### src/rtl/booth_mult_pkg.sv
// Shared types and constants for the sequential radix-2 Booth multiplier.
package booth_mult_pkg;

    localparam int WIDTH = 32;
    localparam int ACC_W = 33;
    localparam int CNT_W = 6;

    localparam logic [CNT_W-1:0] LAST_STEP = 6'd31;

    typedef enum logic [1:0] {
        IDLE = 2'd0,
        RUN  = 2'd1,
        DONE = 2'd2
    } state_t;

endpackage

### src/rtl/booth_mult_seq_add_sub.sv
// 33-bit combinational adder/subtractor used once per Booth step.
module booth_add_sub
    import booth_mult_pkg::*;
(
    input  logic [ACC_W-1:0] a,
    input  logic [ACC_W-1:0] b,
    input  logic             sub,
    output logic [ACC_W-1:0] y
);

    logic [ACC_W-1:0] b_eff;

    assign b_eff = sub ? ~b : b;
    assign y     = a + b_eff + {{(ACC_W-1){1'b0}}, sub};

endmodule

### src/rtl/booth_mult_seq.sv
// Sequential 32x32 signed radix-2 Booth multiplier, one step per clock.
// Define BOOTH_MULT_OVF_EN to enable the signed-32 overflow exception.
module booth_mult_seq
    import booth_mult_pkg::*;
(
    input  logic             clock,
    input  logic             resetn,
    input  logic             start,
    input  logic [WIDTH-1:0] data_a,
    input  logic [WIDTH-1:0] data_b,
    output logic [WIDTH-1:0] result,
    output logic             exception,
    output logic             ready,
    output logic             busy
);

    state_t           state;
    logic [ACC_W-1:0] mcand;
    logic [ACC_W-1:0] acc;
    logic [WIDTH-1:0] q;
    logic             qm1;
    logic [CNT_W-1:0] cnt;

    logic             do_sub;
    logic             use_m;
    logic [ACC_W-1:0] addend;
    logic [ACC_W-1:0] sum;
    logic [ACC_W-1:0] acc_n;
    logic [WIDTH-1:0] q_n;
    logic             ovf_n;

    // Booth pair {q[0],qm1}: 01 adds, 10 subtracts, 00/11 pass
    assign do_sub = q[0] & ~qm1;
    assign use_m  = q[0] ^ qm1;
    assign addend = use_m ? mcand : '0;

    booth_add_sub u_add_sub (
        .a   (acc),
        .b   (addend),
        .sub (do_sub),
        .y   (sum)
    );

    assign acc_n = {sum[ACC_W-1], sum[ACC_W-1:1]};
    assign q_n   = {sum[0], q[WIDTH-1:1]};

`ifdef BOOTH_MULT_OVF_EN
    // high word of the product must be the sign extension of the low word
    assign ovf_n = acc_n[WIDTH-1:0] != {WIDTH{q_n[WIDTH-1]}};
`else
    assign ovf_n = 1'b0;
`endif

    always_ff @(posedge clock or negedge resetn) begin
        if (!resetn) begin
            state     <= IDLE;
            mcand     <= '0;
            acc       <= '0;
            q         <= '0;
            qm1       <= 1'b0;
            cnt       <= '0;
            result    <= '0;
            exception <= 1'b0;
            ready     <= 1'b0;
            busy      <= 1'b0;
        end else begin
            ready <= 1'b0;
            unique case (state)
                IDLE, DONE: begin
                    if (start) begin
                        mcand <= {data_a[WIDTH-1], data_a};
                        acc   <= '0;
                        q     <= data_b;
                        qm1   <= 1'b0;
                        cnt   <= '0;
                        busy  <= 1'b1;
                        state <= RUN;
                    end else begin
                        state <= IDLE;
                    end
                end
                RUN: begin
                    acc <= acc_n;
                    q   <= q_n;
                    qm1 <= q[0];
                    cnt <= cnt + 1'b1;
                    if (cnt == LAST_STEP) begin
                        state     <= DONE;
                        busy      <= 1'b0;
                        ready     <= 1'b1;
                        result    <= q_n;
                        exception <= ovf_n;
                    end
                end
                default: state <= IDLE;
            endcase
        end
    end

endmodule
### config.mk
export PLATFORM = sky130hd
export DESIGN_NAME = booth_mult_seq
export DESIGN_NICKNAME = d
export VERILOG_FILES = /design/src/rtl/booth_mult_pkg.sv /design/src/rtl/booth_mult_seq_add_sub.sv /design/src/rtl/booth_mult_seq.sv
export SDC_FILE = /design/constraint.sdc
export NUM_CORES = 1
export LEC_CHECK = 0
export ABC_AREA = 1
export BUFFER_PORTS_ARGS = -buffer_cell sky130_fd_sc_hd__buf_4
export CORE_ASPECT_RATIO = 0.9
export CORE_UTILIZATION = 60
export CTS_CLUSTER_SIZE = 8
export DETAILED_ROUTE_END_ITERATION = 7
export PLACE_DENSITY = 0.82
export SLEW_MARGIN = 20
export SYNTH_ARGS = -nofsm -noshare
export SYNTH_HDL_FRONTEND = slang
export SYNTH_SLANG_ARGS = --single-unit
### constraint.sdc
create_clock -name clock -period 4.5 [get_ports clock]
set_input_delay 0.675 -clock clock [delete_from_list [all_inputs] [get_ports clock]]
set_output_delay 0.675 -clock clock [all_outputs]
set_load 0.02 [all_outputs]
==> flow_metrics.tcl, run 1 <==
set metrics [dict create \
    worst-r2r-cell-count 16 \
    tritoncts "done" \
    row_count 39 \
    synth-async-reset-ratio_pct 100 \
    synthCells 968 \
    hold_viol 0 \
    postRouteAntennaNets 0 \
    ant_diodes 0 \
    area_delta_synth_final_pct 18.3 \
    hpwl_microns 13100 \
    cell_types_occupying_the_most_area_after_synthesis "sky130_fd_sc_hd__dfrtp_1 44%, sky130_fd_sc_hd__nand2_1 12%, sky130_fd_sc_hd__ha_1 5.4%, sky130_fd_sc_hd__inv_1 5.1%, sky130_fd_sc_hd__mux2_2 4.6%" \
    startpoint_type "flip-flop" \
    die_area_sq_um 13600 \
    max_freq_ghz 0.303 \
    detail_route.iter0.violations 547 \
    number_of_enable_type_register_cells_in_the_synthesized_netlist 0 \
    tightest_slew_ns 1.01 \
    critical_path_required_ns 4.80 \
    area_used_by_multi_input_combinational_logic_sq_um 3820 \
    quantity_of_i_o_buffers_inserted_on_ports 100 \
    cts-root-to-sink-buffers 2 \
    nNetsFinal 1155 \
    clk-insertion-delay-late_ns 0.42 \
    detail_route.wl_per_cell_microns 15.7 \
    initial_antenna_violation_count 0 \
    yosysSeqAreaShare_pct 44.2 \
    ys_ff_latch 139 \
    synthFlopType "sky130_fd_sc_hd__dfrtp_1" \
    synth.top_cells.by_count "253 x sky130_fd_sc_hd__nand2_1, 139 x sky130_fd_sc_hd__dfrtp_1, 106 x sky130_fd_sc_hd__inv_1" \
    vias_per_cell 5.64 \
    die_y_microns 111 \
    synth.lib_cells_used.distinct 37 \
    grt_remaining_overflow 0 \
    cts_resized 0 \
    setup_tns_ns 0 \
    routed_wl_microns 19200 \
    layout.filler_cells 961 \
    initial_core_util_pct 61.8 \
    maxCapViolCount 0 \
    cts_sinks 139 \
    rsz0062_at_grt "no" \
    type_of_the_most_critical_hold_path "input port to async pin" \
    postSynthNetCount 1070 \
    finalCritPeriodShare_pct 73.4 \
    h-tree-depth 4 \
    post_cts.repair.setup_buffers 0 \
    cts_made_buffers 17 \
    worst_setup_hold_path_clk_slew_ns 0.06 \
    firstDrtPassIters 5 \
    post_route_cells_drive_above_1_share_pct 17.7 \
    postSynthAreaPerCell_sq_um 8.14 \
    post-synth-top-area-cell "sky130_fd_sc_hd__dfrtp_1" \
    route.vias.total 6934 \
    finalWeightedCongestion 1.01 \
    timing.final.setup_violations 0 \
    coreArea_sq_um 12700 \
    synthMostInstantiatedCell "sky130_fd_sc_hd__nand2_1" \
    ctsHoldBuffers 0 \
    endpoint_kind "flip-flop" \
    crit_fanout 32 \
    route.detailed.drc 0 \
    post-synth-top-area-fraction_pct 44.2 \
    yosys_warnings 0 \
    die-width_microns 123 \
    syn_area_sq_um 7880 \
    final.setup_skew_ns 0.00780 \
    grt_pass1_wl_microns 31900 \
    slew_headroom_pct 32.7 \
    area.sequential_sq_um 3480 \
    grt_start_max_net_pins 68 \
    path_class "flip-flop to flip-flop" \
    slew_violations 0 \
    ios 102 \
    first_global_vias 6600 \
    final.min_clock_period_ns 3.30 \
    arrival_ns 3.60 \
    outcome "finished clean" \
    clockRootBuffer "sky130_fd_sc_hd__clkbuf_16" \
    globalRouteTotalUtil_pct 30.0 \
]
cells by family (layout without fill, tap and decap cells):
logic type,after synthesis,after routing,synth area share (%)
flops,139,139,44.2
fa+ha+maj,35,35,5.66
compound gates,169,169,12.8
other cells,1,1,0.0476
simple gates,411,411,21.7
xor+xnor,32,32,3.56
mux,32,32,4.58
buf+inv,149,246,7.45
final timing paths:
check | from | endpoint | slack (ns)
max in group asynchronous | resetn | result[17]$_DFFE_PN0P_ | 3.27
worst min register to register | result[8]$_DFFE_PN0P_ | result[8]$_DFFE_PN0P_ | 0.48
worst min-delay path | resetn | result[13]$_DFFE_PN0P_ | 0.18
worst max register to register | qm1$_DFFE_PN0P_ | acc[31]$_DFFE_PN0P_ | 1.20
min in group clock | result[8]$_DFFE_PN0P_ | result[8]$_DFFE_PN0P_ | 0.48
worst max-delay path | qm1$_DFFE_PN0P_ | acc[31]$_DFFE_PN0P_ | 1.20
layout by cell type, fill, tap and decap left out, types with 32 or more instances in the layout:
master	n
sky130_fd_sc_hd__nand2_1	252
sky130_fd_sc_hd__xor2_1	32
sky130_fd_sc_hd__buf_4	104
sky130_fd_sc_hd__a21oi_1	48
sky130_fd_sc_hd__mux2_2	32
sky130_fd_sc_hd__o221ai_1	32
sky130_fd_sc_hd__ha_1	33
sky130_fd_sc_hd__nor2_1	63
sky130_fd_sc_hd__inv_1	106
sky130_fd_sc_hd__nand3_1	67
sky130_fd_sc_hd__dfrtp_1	139
sky130_fd_sc_hd__o21ai_0	55
worst max-delay path, stage by stage (launching register included):
cell and delay, ns:
sky130_fd_sc_hd__dfrtp_1 0.36, sky130_fd_sc_hd__inv_1 0.08, sky130_fd_sc_hd__ha_2 0.86, sky130_fd_sc_hd__xor2_1 0.22
sky130_fd_sc_hd__fa_1 0.43, sky130_fd_sc_hd__inv_1 0.07, sky130_fd_sc_hd__nand2_1 0.08, sky130_fd_sc_hd__o21ai_2 0.20
sky130_fd_sc_hd__nand2_1 0.08, sky130_fd_sc_hd__nand2_1 0.13, sky130_fd_sc_hd__nand2_1 0.07, sky130_fd_sc_hd__nand2_1 0.21
sky130_fd_sc_hd__nand3_1 0.15, sky130_fd_sc_hd__nand2_1 0.08, sky130_fd_sc_hd__nand2_1 0.04, sky130_fd_sc_hd__nand3_1 0.06
sky130_fd_sc_hd__nand2_1 0.06
stage by stage:
| stage | utilization [%] | instances | setup WS (ns) | instance area (sq um) | hold WS, ns |
|---|---|---|---|---|---|
| final | 73.2 | 1229 | 1.20 | 9320 | 0.176 |
| after detailed placement | 68.3 | 1198 | 1.29 | 8700 | 0.472 |
| after floorplan | - | 968 | 1.90 | 7880 | 0.379 |
| after global placement | 68.3 | 1198 | 1.36 | 8700 | 0.463 |
| after global routing | 73.2 | 1229 | 0.897 | 9320 | 0.195 |
| after CTS | 73.1 | 1229 | 1.21 | 9310 | 0.191 |
final cells by class:
type | instances | area share, %
Clock buffer | 20 | 5.01
Clock inverter | 11 | 1.54
Inverter | 110 | 4.43
Multi-Input combinational cell | 680 | 41.0
Sequential cell | 139 | 37.3
Tap cell | 164 | 2.20
Timing Repair Buffer | 105 | 8.50
flip-flops by register name (all words and copies together), names as in the netlist:
name,cells
acc,32
mcand,32
q,32
result,32
cnt,6
state,2
busy,1
qm1,1
ready,1
per-layer routing:
layer | share of wire (%) | up-vias | track usage [%]
met3 | 7.1 | 20 | 6.07
met1 | 46 | 3293 | 42.9
met5 | 0 | - | 0
li1 | - | 3355 | -
met2 | 46 | 266 | 47.3
met4 | 1.2 | 0 | 6.10
Power of run 1 is not shown: default switching activity piles up to over one toggle a cycle in this logic, so the estimate is an artifact.
==> run 2: changes to the inputs <==
Settings changed: ABC_AREA 1 to 0, CORE_UTILIZATION 60 to 53, PLACE_DENSITY 0.82 to 0.77.
Clock period 4.5 ns to 2.67 ns, I/O delays scaled along.
==> run 2 against run 1 <==
  * The flow now finishes with violations (setup timing)
  * Sequential cell count did not move
  * Area after synthesis down 4.7%
  * Largest cell class unchanged
  * Worst setup slack got worse by 1.9 ns
  * Cell area is 11% higher
  * Maximum frequency fell by 2.3%
  * Wire length is 5.5% higher
  * Sequential share of layout area shrank 3.7 points
  * Critical path type unchanged
  * Synthesized cell count is 18% lower
  * Hold slack got worse by 0.016 ns
  * Via count shrank 4.8%
  * First-iteration DRC count is 28% lower
==> flow_metrics.tcl, run 2 <==
set metrics [dict create \
    die_area_sq_um 14600 \
    synth-async-reset-ratio_pct 100 \
    cp_slowest_cell "sky130_fd_sc_hd__dfrtp_1" \
    arrival_ns 3.69 \
    initial_core_util_pct 55.3 \
    maxCapViolCount 0 \
    critical_path.cell_chain "inv_2 -> ha_4 -> buf_6 -> nand2b_4 -> xnor2_1 -> ha_1 -> and4_1 -> nand3_2 -> o311ai_4 -> a31o_4 -> buf_4 -> a211oi_4 -> o21ai_2 -> o211ai_1 -> a22o_1" \
    worst_setup_hold_path_clk_slew_ns 0.06 \
    routed_wl_microns 20300 \
    route.detailed.drc 0 \
    endpoint_kind "flip-flop" \
    h-tree-depth 4 \
    globalRouteTotalUtil_pct 28.5 \
    layout.filler_cells 836 \
    grt_pass1_wl_microns 32700 \
    die_y_microns 115 \
    hold_viol 0 \
    crit_buf_inv 3 \
    final.setup_skew_ns 0.00644 \
    layout.cells.most_common "sky130_fd_sc_hd__nand2_1" \
    post_route_cells_drive_above_1_share_pct 35.4 \
    rsz0062_at_grt "yes" \
    die-width_microns 127 \
    cell_types_occupying_the_most_area_after_synthesis "sky130_fd_sc_hd__dfrtp_1 46%, sky130_fd_sc_hd__nand2_1 11%, sky130_fd_sc_hd__ha_1 5.7%, sky130_fd_sc_hd__xnor2_1 5.3%, sky130_fd_sc_hd__mux2_2 4.7%" \
    critical_path_required_ns 2.98 \
    synth.lib_cells_used.distinct 55 \
    utilization_pct 76.2 \
    cts_sinks 139 \
    quantity_of_i_o_buffers_inserted_on_ports 100 \
    postSynthAreaPerCell_sq_um 9.44 \
    ant_diodes 0 \
    tritoncts "done" \
    synthCells 795 \
    synthFlopType "sky130_fd_sc_hd__dfrtp_1" \
    number_of_enable_type_register_cells_in_the_synthesized_netlist 0 \
    timing.final.setup_violations 26 \
    tightest_slew_ns 0.678 \
    detail_route.iter0.violations 392 \
    finalWeightedCongestion 0.950 \
    path_class "flip-flop to flip-flop" \
    slew_violations 0 \
    vias_per_cell 5.57 \
    clk-insertion-delay-late_ns 0.42 \
    postSynthNetCount 897 \
    post-synth-top-area-cell "sky130_fd_sc_hd__dfrtp_1" \
    final.setup.worst_slack_ns -0.710 \
    yosysSeqAreaShare_pct 46.3 \
    yosys_warnings 0 \
    grt_remaining_overflow 0 \
    clockRootBuffer "sky130_fd_sc_hd__clkbuf_16" \
    final.min_clock_period_ns 3.38 \
    cpPeakStageDelay_ns 0.40 \
    ios 102 \
    firstDrtPassIters 4 \
    layout_common_cells "212 x sky130_fd_sc_hd__nand2_1, 198 x sky130_fd_sc_hd__buf_4, 139 x sky130_fd_sc_hd__dfrtp_1" \
    coreArea_sq_um 13600 \
    finalCritPeriodShare_pct 127 \
    synth.top_cells.by_count "216 x sky130_fd_sc_hd__nand2_1, 139 x sky130_fd_sc_hd__dfrtp_1, 49 x sky130_fd_sc_hd__o21ai_0" \
    syn_area_sq_um 7510 \
    critPathTopFamily "compound AO/OA/AOI/OAI gates" \
    area_delta_synth_final_pct 37.8 \
    postRouteAntennaNets 0 \
    outcome "finished, violations left" \
    hpwl_microns 12800 \
    initial_antenna_violation_count 0 \
    detail_route.wl_per_cell_microns 17.1 \
    synthMostInstantiatedCell "sky130_fd_sc_hd__nand2_1" \
    cts_made_buffers 17 \
    slew_headroom_pct 54.8 \
    first_global_vias 6831 \
    nNetsFinal 1086 \
    crit_fanout 6 \
    failing_checks "setup timing" \
    startpoint_type "flip-flop" \
    post-synth-top-area-fraction_pct 46.3 \
    row_count 40 \
    type_of_the_most_critical_hold_path "input port to flip-flop" \
    ys_ff_latch 139 \
    cts-root-to-sink-buffers 2 \
    route.vias.total 6601 \
    max_freq_ghz 0.296 \
    grt_start_max_net_pins 65 \
]
run 2: cell count changes in the layout (fill, tap and decap cells not counted), moves of 37 or more:
cell	previous run	this run
sky130_fd_sc_hd__nand3_1	67	5
sky130_fd_sc_hd__inv_1	106	5
sky130_fd_sc_hd__buf_4	104	198
sky130_fd_sc_hd__xnor2_1	0	37
sky130_fd_sc_hd__nor2_1	63	15
sky130_fd_sc_hd__nand2_1	252	212
run 2: cells by family after synthesis:
| family | share of synthesized area, % |
|---|---|
| adder cells (fa/ha/maj) | 5.93 |
| multiplexers | 4.92 |
| AO/OA/AOI/OAI | 15.2 |
| AND/OR/NAND/NOR | 17.7 |
| buffers and inverters | 2.87 |
| flip-flops | 46.3 |
| XOR/XNOR | 7.00 |
| other | 0.0500 |
run 2: worst register-to-register path, cell delays in order, from the launching register on:
cell,delay (ns)
sky130_fd_sc_hd__dfrtp_1,0.40
sky130_fd_sc_hd__inv_2,0.08
sky130_fd_sc_hd__ha_4,0.23
sky130_fd_sc_hd__buf_6,0.14
sky130_fd_sc_hd__nand2b_4,0.14
sky130_fd_sc_hd__xnor2_1,0.13
sky130_fd_sc_hd__ha_1,0.36
sky130_fd_sc_hd__and4_1,0.27
sky130_fd_sc_hd__nand3_2,0.12
sky130_fd_sc_hd__o311ai_4,0.33
sky130_fd_sc_hd__a31o_4,0.21
sky130_fd_sc_hd__buf_4,0.13
sky130_fd_sc_hd__a211oi_4,0.06
sky130_fd_sc_hd__o21ai_2,0.26
sky130_fd_sc_hd__o211ai_1,0.18
sky130_fd_sc_hd__a22o_1,0.24
run 2: area by class of cell:
cell class / instances / area (sq um) / share of cell area (%)
repair buffers: 217 / 1730 / 16.7
multi-input cells: 602 / 4250 / 41.1
well taps: 189 / 236 / 2.29
clock inverters: 12 / 151 / 1.46
flip-flops and latches: 139 / 3480 / 33.6
inverters: 7 / 26.3 / 0.254
clock buffers: 20 / 467 / 4.51
run 2: metrics by stage:
| stage | setup TNS, ns | setup WS [ns] | cell area, sq um | cells | hold slack (ns) |
|---|---|---|---|---|---|
| 2_1_floorplan | -4.08 | -0.694 | 7650 | 795 | 0.105 |
| 3_3_place_gp | -7.70 | -0.622 | 9150 | 1129 | 0.350 |
| 3_5_place_dp | -10.64 | -0.759 | 9150 | 1129 | 0.349 |
| 4_1_cts | -9.34 | -0.638 | 10100 | 1178 | 0.150 |
| 5_1_grt | -14.51 | -0.815 | 10300 | 1186 | 0.148 |
| 6_report | -11.51 | -0.710 | 10300 | 1186 | 0.160 |
run 2: final timing paths:
check                                      start                    end  slack [ns]  cells past startpoint
min reg2reg                mcand[25]$_DFFE_PN0P_  mcand[25]$_DFFE_PN0P_        0.48                      2
max in group asynchronous                 resetn     acc[8]$_DFFE_PN0P_        1.41                      3
max reg2reg                      qm1$_DFFE_PN0P_    acc[31]$_DFFE_PN0P_       -0.71                     15
max                              qm1$_DFFE_PN0P_    acc[31]$_DFFE_PN0P_       -0.71                     15
min in group asynchronous                 resetn  mcand[10]$_DFFE_PN0P_        0.47                      2
min                                    data_a[3]   mcand[3]$_DFFE_PN0P_        0.16                      3
run 2: metal layers:
metal / GRT usage, % / wire length (microns) / vias to the layer above
li1: - / - / 3094
met2: 49.1 / 10100 / 203
met5: 0 / 0 / -
met3: 8.24 / 1220 / 45
met4: 12.2 / 531 / 0
met1: 33.5 / 8500 / 3259
run 2: timing repair:
| item | 4_1_cts | 5_1_grt |
|---|---|---|
| endpoints found under the hold margin | 43 | 0 |
| resized for setup | 57 | 35 |
| setup endpoints to repair | 25 | 27 |
| cloned | 0 | 0 |
| pin swaps | 30 | 26 |
| setup buffers | 16 | 8 |
| hold buffers | 1 | 0 |
Power of run 2 is left out for the same reason.
